### config.mk
export PLATFORM = sky130hd
export DESIGN_NAME = sfifo_param
export DESIGN_NICKNAME = d
export VERILOG_FILES = /design/src/rtl/sfifo_param.sv
export SDC_FILE = /design/constraint.sdc
export NUM_CORES = 1
export LEC_CHECK = 0
export ABC_AREA = 1
export CAP_MARGIN = 20
export CORE_UTILIZATION = 45
export CTS_CLUSTER_SIZE = 20
export DETAILED_ROUTE_END_ITERATION = 10
export GPL_TIMING_DRIVEN = 0
export HOLD_SLACK_MARGIN = 0.05
export SYNTH_ARGS = -nofsm -noshare
export SYNTH_HDL_FRONTEND = slang
export SYNTH_SLANG_ARGS = --single-unit
### constraint.sdc
create_clock -name clk -period 2.35 [get_ports clk]
set_input_delay 0.47 -clock clk [delete_from_list [all_inputs] [get_ports clk]]
set_output_delay 0.47 -clock clk [all_outputs]
set_load 0.01 [all_outputs]
### src/rtl/sfifo_param.sv
// Single-clock parametrised FIFO with occupancy count, thresholds, sticky error flags
// and optional FWFT read mode. Define SFIFO_PEAK_EN to add the peak_count high-watermark.
module sfifo_param #(
  parameter int DATA_W    = 8,
  parameter int DEPTH     = 16,
  parameter int AF_THRESH = 14,
  parameter int AE_THRESH = 2,
  parameter int FWFT      = 0
) (
  input  logic                       clk,
  input  logic                       srst,
  input  logic                       wr_en,
  input  logic [DATA_W-1:0]          wr_data,
  output logic                       full,
  output logic                       almost_full,
  input  logic                       rd_en,
  output logic [DATA_W-1:0]          rd_data,
  output logic                       rd_valid,
  output logic                       empty,
  output logic                       almost_empty,
  output logic [$clog2(DEPTH):0]     count,
`ifdef SFIFO_PEAK_EN
  output logic [$clog2(DEPTH):0]     peak_count,
`endif
  output logic                       overflow,
  output logic                       underflow
);
  localparam int AW = $clog2(DEPTH);
  localparam int CW = AW + 1;

  generate
    if (DEPTH < 4 || (DEPTH & (DEPTH - 1)) != 0) begin : g_bad_depth
      $error("sfifo_param: DEPTH must be a power of 2 and >= 4");
    end
    if (AF_THRESH < 1 || AF_THRESH > DEPTH) begin : g_bad_af
      $error("sfifo_param: AF_THRESH must be in 1..DEPTH");
    end
    if (AE_THRESH < 0 || AE_THRESH >= DEPTH) begin : g_bad_ae
      $error("sfifo_param: AE_THRESH must be in 0..DEPTH-1");
    end
  endgenerate

  logic [DATA_W-1:0] r_mem [DEPTH];
  logic [AW-1:0]     r_wr_ptr, r_rd_ptr;
  logic [CW-1:0]     r_count;
  logic              r_overflow, r_underflow;
  logic              w_wr_acc, w_rd_acc;

  // Status flags decode the registered count only; there is no same-cycle bypass.
  assign full         = (r_count == CW'(DEPTH));
  assign empty        = (r_count == '0);
  assign almost_full  = (r_count >= CW'(AF_THRESH));
  assign almost_empty = (r_count <= CW'(AE_THRESH));
  assign count        = r_count;
  assign overflow     = r_overflow;
  assign underflow    = r_underflow;

  assign w_wr_acc = wr_en && !full;
  assign w_rd_acc = rd_en && !empty;

  always_ff @(posedge clk) begin
    if (srst) begin
      r_wr_ptr    <= '0;
      r_rd_ptr    <= '0;
      r_count     <= '0;
      r_overflow  <= 1'b0;
      r_underflow <= 1'b0;
    end else begin
      if (w_wr_acc) r_wr_ptr <= r_wr_ptr + 1'b1;
      if (w_rd_acc) r_rd_ptr <= r_rd_ptr + 1'b1;
      if (w_wr_acc && !w_rd_acc)      r_count <= r_count + 1'b1;
      else if (w_rd_acc && !w_wr_acc) r_count <= r_count - 1'b1;
      if (wr_en && full)  r_overflow  <= 1'b1;
      if (rd_en && empty) r_underflow <= 1'b1;
    end
  end

  // Storage is deliberately not reset.
  always_ff @(posedge clk) begin
    if (!srst && w_wr_acc) r_mem[r_wr_ptr] <= wr_data;
  end

  generate
    if (FWFT != 0) begin : g_fwft
      assign rd_data  = r_mem[r_rd_ptr];
      assign rd_valid = !empty;
    end else begin : g_std
      logic [DATA_W-1:0] r_rd_data;
      logic              r_rd_valid;
      always_ff @(posedge clk) begin
        if (srst) begin
          r_rd_data  <= '0;
          r_rd_valid <= 1'b0;
        end else begin
          r_rd_valid <= w_rd_acc;
          if (w_rd_acc) r_rd_data <= r_mem[r_rd_ptr];
        end
      end
      assign rd_data  = r_rd_data;
      assign rd_valid = r_rd_valid;
    end
  endgenerate

`ifdef SFIFO_PEAK_EN
  logic [CW-1:0] r_peak;
  always_ff @(posedge clk) begin
    if (srst)                  r_peak <= '0;
    else if (r_count > r_peak) r_peak <= r_count;
  end
  assign peak_count = r_peak;
`endif

endmodule

* Yosys cells after proc, flatten, opt, wreduce, memory -nomap -nowiden
Memories as Yosys holds them, arrays and structs flattened. A register that Yosys moved wholly into a read port is not among the register bits.
Index checks and enable logic that the tools add are counted.
** Storage, ports and cells
- Bits in registers :: 16
- Memories kept :: 1
- Memory bits (writable) :: 128
** Cells by class
- Add/sub/neg operators :: 4
- Reductions and logical operators :: 14
- Order comparisons :: 2
- Mux-type cells :: 4
- Equal/unequal tests :: 1
** Memory list
- r_mem :: words 16, bits a word 8, read ports 1, clocked after memory_dff 1, wr ports 1, line 43 : logic [DATA_W-1:0] r_mem [DEPTH];
** Operators with widths (number)
- $mux W5 :: 2
- $add A4 B1 Y4 const B :: 2
- $logic_and A1 B1 Y1 :: 7
- $add A5 B1 Y5 const B :: 1
- $eq A5 B5 Y1 const B :: 1
- $ge A5 B4 Y1 const B :: 1
- $le A5 B2 Y1 const B :: 1
- $logic_not A1 Y1 :: 5
- $logic_not A5 Y1 :: 1
- $sub A5 B1 Y5 const B :: 1
- $mux W1 :: 2
- $reduce_bool A2 Y1 :: 1

* Longest topological paths before layout
Gate-level depths: netlist (run 1).
- Depth after elaboration :: 7
- Gate-level depth with buffers :: 14
- Depth with buffers taken out :: 14

* Worst setup path before layout (run 1)
OpenSTA, ideal clock, no wires.
- Path kind :: register to register
- Start :: register r_count[1] (netlist: count[1])
- End :: register r_count[4] (netlist: count[4])
- Path buffers :: 0
- Cell stages (with the launch flop) :: 14
- Clock period less this slack :: 2111 ps
- Arrival :: 1978 ps
- Required time :: 2216 ps
- Setup slack :: 239 ps
- Path through :: dfxtp_1 > nor2_1 > nand4_1 > nand2_2 > inv_2 > ha_1 > inv_1 > fa_1 > a21oi_1 > nor2_1 > o21bai_1 > nand2_1 > nand2_1 > a21oi_1
** Between the ends
- Longest elaborated chain between the ends :: 6
- Elaborated cells between the ends (all ways) :: 15
** RTL lines
- from (decl) :: line 45 : logic [CW-1:0] r_count;
- from (signal assigned) :: line 71 : if (w_wr_acc && !w_rd_acc) r_count <= r_count + 1'b1;
- from (signal assigned) :: line 72 : else if (w_rd_acc && !w_wr_acc) r_count <= r_count - 1'b1;
- $eq A5 B5 Y1 * :: line 50 : assign full = (r_count == CW'(DEPTH));
- $logic_not A1 Y1 * :: line 58 : assign w_wr_acc = wr_en && !full;
- $logic_and A1 B1 Y1 * :: line 58
- via w_wr_acc :: line 47 : logic w_wr_acc, w_rd_acc;
- $logic_not A1 Y1 :: line 72
- $logic_and A1 B1 Y1 :: line 72
- $reduce_bool A2 Y1 (no source line)
The timed path passes the listed nets; every way through them passes the cells marked *. The select of a mux whose other input is x is not followed.
A chain may end at the register's enable or synchronous reset.

* Worst setup path after layout (run 1)
- Start :: register r_count[1] (netlist: count[1])
- End :: output port almost_empty
** Between the ends
- Longest elaborated chain between the ends :: 1
** RTL lines
- $le A5 B2 Y1 :: line 53 : assign almost_empty = (r_count <= CW'(AE_THRESH));
- to (decl) :: line 20 : output logic almost_empty,
No other way between the ends.

==> results of run 1 <==
==> power groups by stage <==
stage	Sequential (mW)	Clock (mW)	Combinational, mW
2_1_floorplan	3.26	0	1.32
3_3_place_gp	3.24	0	2.14
3_5_place_dp	3.25	0	2.16
4_1_cts	3.20	2.90	2.18
5_1_grt	3.24	3.00	2.50
6_report	3.22	2.88	2.23
==> critical path, delay by kind of cell (launching register included) <==
family | cells | cell delay [ns]
AOI/OAI and AO/OA | 1 | 0.38
buffers and inverters | 1 | 0.60
DFF | 1 | 0.37
==> layout by cell type, fill, tap and decap left out, drive strengths merged, types with 2 or more instances in the layout <==
| cell type | n |
|---|---|
| nand2 | 219 |
| edfxtp | 128 |
| nand3 | 97 |
| inv | 91 |
| nor2 | 43 |
| clkdlybuf4s50 | 29 |
| buf | 27 |
| clkbuf | 25 |
| dfxtp | 24 |
| a21oi | 14 |
| ha | 9 |
| o21ai | 8 |
| clkinv | 7 |
| bufinv | 5 |
| xor2 | 4 |
| nand4 | 2 |
==> flip-flops by register name, indices dropped and copies added, names as in the netlist <==
signal     flops
r_mem        128
rd_data        8
count          5
r_rd_ptr       4
r_wr_ptr       4
overflow       1
rd_valid       1
underflow      1
==> final cells by class <==
class	instances	area, um^2	area share (%)
Tap cell	184	230	2.93
Buffer	29	169	2.15
Clock inverter	11	178	2.26
Timing Repair Buffer	32	318	4.05
Multi-Input combinational cell	401	1830	23.4
Sequential cell	152	4330	55.2
Inverter	93	352	4.48
Clock buffer	21	440	5.61
==> kinds of logic after synthesis <==
logic type / Yosys count / synth area share, %
flip-flops: 152 / 65.0
XOR/XNOR: 5 / 0.658
AO/OA/AOI/OAI: 24 / 1.90
AND/OR/NAND/NOR: 362 / 22.7
adder cells (fa/ha/maj): 10 / 1.99
buffers and inverters: 122 / 7.78
==> cells in the mapped netlist (2+ instances only) <==
library cell | n | area share [%]
clkinv_1 | 2 | 0.11
xor2_1 | 4 | 0.53
edfxtp_1 | 128 | 58
buf_2 | 15 | 1.1
buf_4 | 7 | 0.79
nor2_1 | 43 | 2.4
nand3_1 | 97 | 7.3
clkbuf_1 | 4 | 0.23
buf_6 | 2 | 0.34
nand2_2 | 2 | 0.19
nand2_1 | 216 | 12
ha_1 | 9 | 1.7
inv_1 | 87 | 4.9
a21oi_1 | 14 | 1.1
o21ai_0 | 8 | 0.60
inv_2 | 4 | 0.23
dfxtp_1 | 24 | 7.2
==> final timing paths <==
kind,from,to,depth (start not counted)
worst min register to register,overflow,overflow,2
worst max-delay path,count[1],almost_empty,2
worst max register to register,count[2],count[4],13
worst min-delay path,overflow,overflow,2
==> through the flow <==
step / utilization, % / setup TNS (ns)
global placement: 49.6 / -7.34
detailed placement: 49.6 / -12.43
global route: 54.3 / 0
finish: 54.3 / 0
CTS: 53.9 / 0
floorplan: - / 0
==> timing repair <==
item | in CTS | in global routing
pin swaps | 0 | 2
setup endpoints to repair | 2 | 12
gates resized for setup | 2 | 12
hold buffers | 0 | 0
buffers inserted | 0 | 2
==> layer usage <==
layer,vias up,track usage [%],routed length (um)
li1,2290,-,-
met1,2175,28.3,6810
met2,134,34.5,7380
met3,30,5.36,902
met4,0,9.56,411
met5,-,0,0
==> results.yml, run 1 <==
run_status:
  status: "finished clean"
die:
  io_pins: 32
  core_mm2: 0.0145
  die_w_um: 124
  dieArea_mm2: 0.0153
  rows: 44
  die_y_um: 124
  start_util_pct: 46.0
clock_network:
  clockBufferDepth: 2
  cts_tree: "built"
  path_clk_slew_ns: 0.06
  numCtsBuffers: 17
  cts_num_sinks: 152
  h-tree-depth: 4
  ctsRootBufferMaster: "clkbuf_16"
  clk_latency_ns: 0.43
critical_path:
  cp_slowest_cell: "clkdlybuf4s50_1"
  crit_fanout: 7
  cpPeakStageDelay_ns: 0.60
  crit_required_ns: 1.88
  cp.arrival_ns: 1.78
  start_kind: "flip-flop"
  ff2ff_setup_slack_ns: 0.16
  crit_chain: "a2111oi_1 -> clkdlybuf4s50_1"
  crit_type: "reg -> out"
  endpoint_kind: "primary output"
power_and_ir_drop:
  power_mw: 8.33
  leakage_nw: 3.31
  p_comb_share_pct: 26.8
  ir_worst_vdd_v: 0.000521
  power.switching_mw: 2.52
  swShare_pct: 30.2
  intPower_mw: 5.81
  pwr-share-clk_pct: 34.5
  seq_power_share_pct: 38.6
  power.density_mw_per_mm2: 1060
drt:
  first_pass_iters: 5
  wl_um: 15500
  drt_iter0_drc: 337
  ant_nets: 0
  vias: 4629
  drc: 0
  via_per_inst: 5.02
  wl_per_cell_um: 16.8
synthesis:
  synth_nets: 697
  synth-edff-count: 128
  synth_seq_cells: 152
  ys_warn_count: 0
  synth_cells: 675
  async_flop_share_pct: 0
  netlist_area_mm2: 0.00666
  syn_area_per_cell_um2: 9.86
  synth_top_flop_cell: "edfxtp_1"
  seq_area_frac_synth_pct: 65.0
  yosysUniqueCellTypes: 26
sta:
  whs_ns: 0.468
  fin_crit_ns: 2.25
  hold_viol: 0
  grt_setup_unrepaired: "no"
  max_freq_mhz: 444
  slew_headroom_pct: 44.0
  finalSetupViolations: 0
  setup_ws_ns: 0.0987
  fin_skew_ns: 0.00555
  tightest_slew_ns: 0.837
  maxSlewViolCount: 0
  finalCritPeriodShare_pct: 95.8
place:
  io_buffer_count: 30
  place_ws_ns: -0.278
  placed_cell_area_mm2: 0.00719
  place_inst: 889
  gp_congestion: 0.911
  place_hpwl_um: 10600
finish:
  area_delta_synth_final_pct: 18.0
  layout-drive-gt1-share_pct: 9.07
  instances_no_fill: 923
  final_area_mm2: 0.00786
  num-nets-final: 748
  fillCellCount: 1257
  num_antenna_cells: 0
global_routing:
  grt_usage_pct: 21.8
  antenna_found_initial: 0
  grt-ovfl-total: 0
  grt_first_pass_wirelength_um: 23300
  grt_pass1_vias: 4340
  grt_max_degree: 17
worst_hold_path:
  holdCritPathClass: "reg -> reg"
flow_run:
  cap_violations: 0
No activity file was read; power rests on OpenSTA's default activity.
==> run 2, diff against run 1 <==
--- a/config.mk
+++ b/config.mk
@@ -6,12 +6,13 @@
 export NUM_CORES = 1
 export LEC_CHECK = 0
 export ABC_AREA = 1
-export CAP_MARGIN = 20
+export CAP_MARGIN = 5
 export CORE_UTILIZATION = 45
 export CTS_CLUSTER_SIZE = 20
 export DETAILED_ROUTE_END_ITERATION = 10
 export GPL_TIMING_DRIVEN = 0
 export HOLD_SLACK_MARGIN = 0.05
+export REMOVE_ABC_BUFFERS = 1
 export SYNTH_ARGS = -nofsm -noshare
 export SYNTH_HDL_FRONTEND = slang
 export SYNTH_SLANG_ARGS = --single-unit
==> results.yml, run 2 (synthesis results as in run 1) <==
run_status:
  status: "finished clean"
clock_network:
  cts_num_sinks: 152
  clockBufferDepth: 2
  path_clk_slew_ns: 0.06
  cts_hold_buf: 0
  h-tree-depth: 4
  cts_tree: "built"
  clk_latency_ns: 0.42
  numCtsBuffers: 17
  ctsRootBufferMaster: "clkbuf_16"
global_routing:
  grt-ovfl-total: 0
  grt_max_degree: 67
  grt_pass1_vias: 4180
  grt_usage_pct: 20.9
  antenna_found_initial: 0
  grt_first_pass_wirelength_um: 22600
finish:
  final_area_mm2: 0.00770
  regMostFlops: "r_mem"
  area_delta_synth_final_pct: 15.6
  instances_no_fill: 896
  fillCellCount: 1278
  final_common_cell: "nand2_1"
  most-common-layout-cells: "nand2_1 (216), edfxtp_1 (128), nand3_1 (97)"
  num_antenna_cells: 0
  layout-drive-gt1-share_pct: 8.15
  largest_reg_flops: 128
  num-nets-final: 721
die:
  die_y_um: 124
  dieArea_mm2: 0.0153
  io_pins: 32
  start_util_pct: 46.0
  core_mm2: 0.0145
  rows: 44
  die_w_um: 124
critical_path:
  cp.arrival_ns: 2.53
  start_kind: "flip-flop"
  crit_fanout: 8
  crit_type: "reg -> reg"
  endpoint_kind: "flip-flop"
  ff2ff_setup_slack_ns: 0.09
  crit_required_ns: 2.62
place:
  io_buffer_count: 31
  placed_cell_area_mm2: 0.00705
  place_hpwl_um: 9170
  gp_congestion: 0.837
  place_inst: 862
sta:
  finalCritPeriodShare_pct: 96.2
  fin_crit_ns: 2.26
  fin_skew_ns: 0.00553
  maxSlewViolCount: 0
  slew_headroom_pct: 38.0
  tightest_slew_ns: 0.928
  fin_tns_setup_ns: 0
  max_freq_mhz: 443
  finalSetupViolations: 0
  hold_viol: 0
  grt_setup_unrepaired: "yes"
drt:
  route.met2.wl_um: 7240
  wl_met3_um: 586
  ant_nets: 0
  routed.top_layer: "met4"
  first_pass_iters: 5
  drc: 0
  vias: 4480
  wl_um: 14900
  wl_met1_um: 6720
  wl_per_cell_um: 16.6
  via_per_inst: 5.00
  drt_iter0_drc: 292
flow_run:
  cap_violations: 0
power_and_ir_drop:
  leakage_nw: 3.17
  ir_worst_vdd_v: 0.000580
  power.density_mw_per_mm2: 1020
worst_hold_path:
  holdCritPathClass: "reg -> reg"
## run 2: changes by cell type in the layout (fill, tap and decap cells not counted), sizes merged
cell / previous run / this run
bufinv: 5 / 3
clkinvlp: 1 / 3
dlygate4sd2: 0 / 1
buf: 27 / 2
clkbuf: 25 / 19
dlymetal6s2s: 1 / 0
inv: 91 / 90
clkdlybuf4s50: 29 / 30
clkinv: 7 / 11
## run 2: final timing paths
kind,cells past startpoint,endpoint,from
worst min register to register,2,underflow,underflow
worst max register to register,12,count[4],count[1]
worst max-delay path,12,count[4],count[1]
worst min-delay path,2,underflow,underflow
## run 2: stage by stage
| stage | util (%) | total power, mW | worst slack [ns] | hold slack [ns] |
|---|---|---|---|---|
| final | 53.2 | 7.88 | 0.0901 | 0.475 |
| after global routing | 53.2 | 8.27 | -0.0664 | 0.534 |
| after CTS | 53.0 | 7.90 | 0.0164 | 0.484 |
| after detailed placement | 48.7 | 5.25 | -0.856 | 0.466 |
| after global placement | 48.5 | 5.19 | -2.11 | 0.450 |
| after floorplan | - | 4.46 | -0.372 | 0.465 |
## run 2: critical path, cell delays in order (launching register included)
cell,delay [ns]
dfxtp_2,0.36
nor2_1,0.17
nand4_2,0.16
nand2_4,0.16
ha_2,0.22
inv_1,0.10
fa_1,0.41
a21oi_1,0.16
nor2_1,0.07
o21bai_1,0.12
nand2_1,0.06
nand2_1,0.05
a21oi_1,0.06
## run 2: final cells by class
type,instances,area (um^2),share of cell area [%]
clock buffer,19,433,5.63
clock inverter,13,135,1.76
inverter,93,359,4.67
multi-input combinational,401,1860,24.1
sequential,152,4340,56.4
tap,184,230,2.99
timing repair buffer,33,337,4.37
timing repair inverter,1,7.51,0.0975
## run 2: routing by layer
metal / up-vias / GRT usage [%]
met1: 2128 / 28.0
met4: 0 / 9.64
met3: 24 / 3.98
met2: 89 / 33.0
li1: 2239 / -
met5: - / 0
## run 2: timing repair
item	4_1_cts	5_1_grt
endpoints found under the hold margin	0	0
cloned	1	0
gates resized for setup	23	6
setup endpoints to repair	138	10
setup buffers	0	1
pin swaps	0	1
## run 2: report_power, final
part / leakage (nW) / switching (mW) / total [mW] / internal, mW
Sequential: 1.35 / 0.253 / 3.34 / 3.08
Combinational: 1.54 / 1.15 / 1.90 / 0.746
Clock: 0.277 / 1.00 / 2.64 / 1.64
Total: 3.17 / 2.41 / 7.88 / 5.47
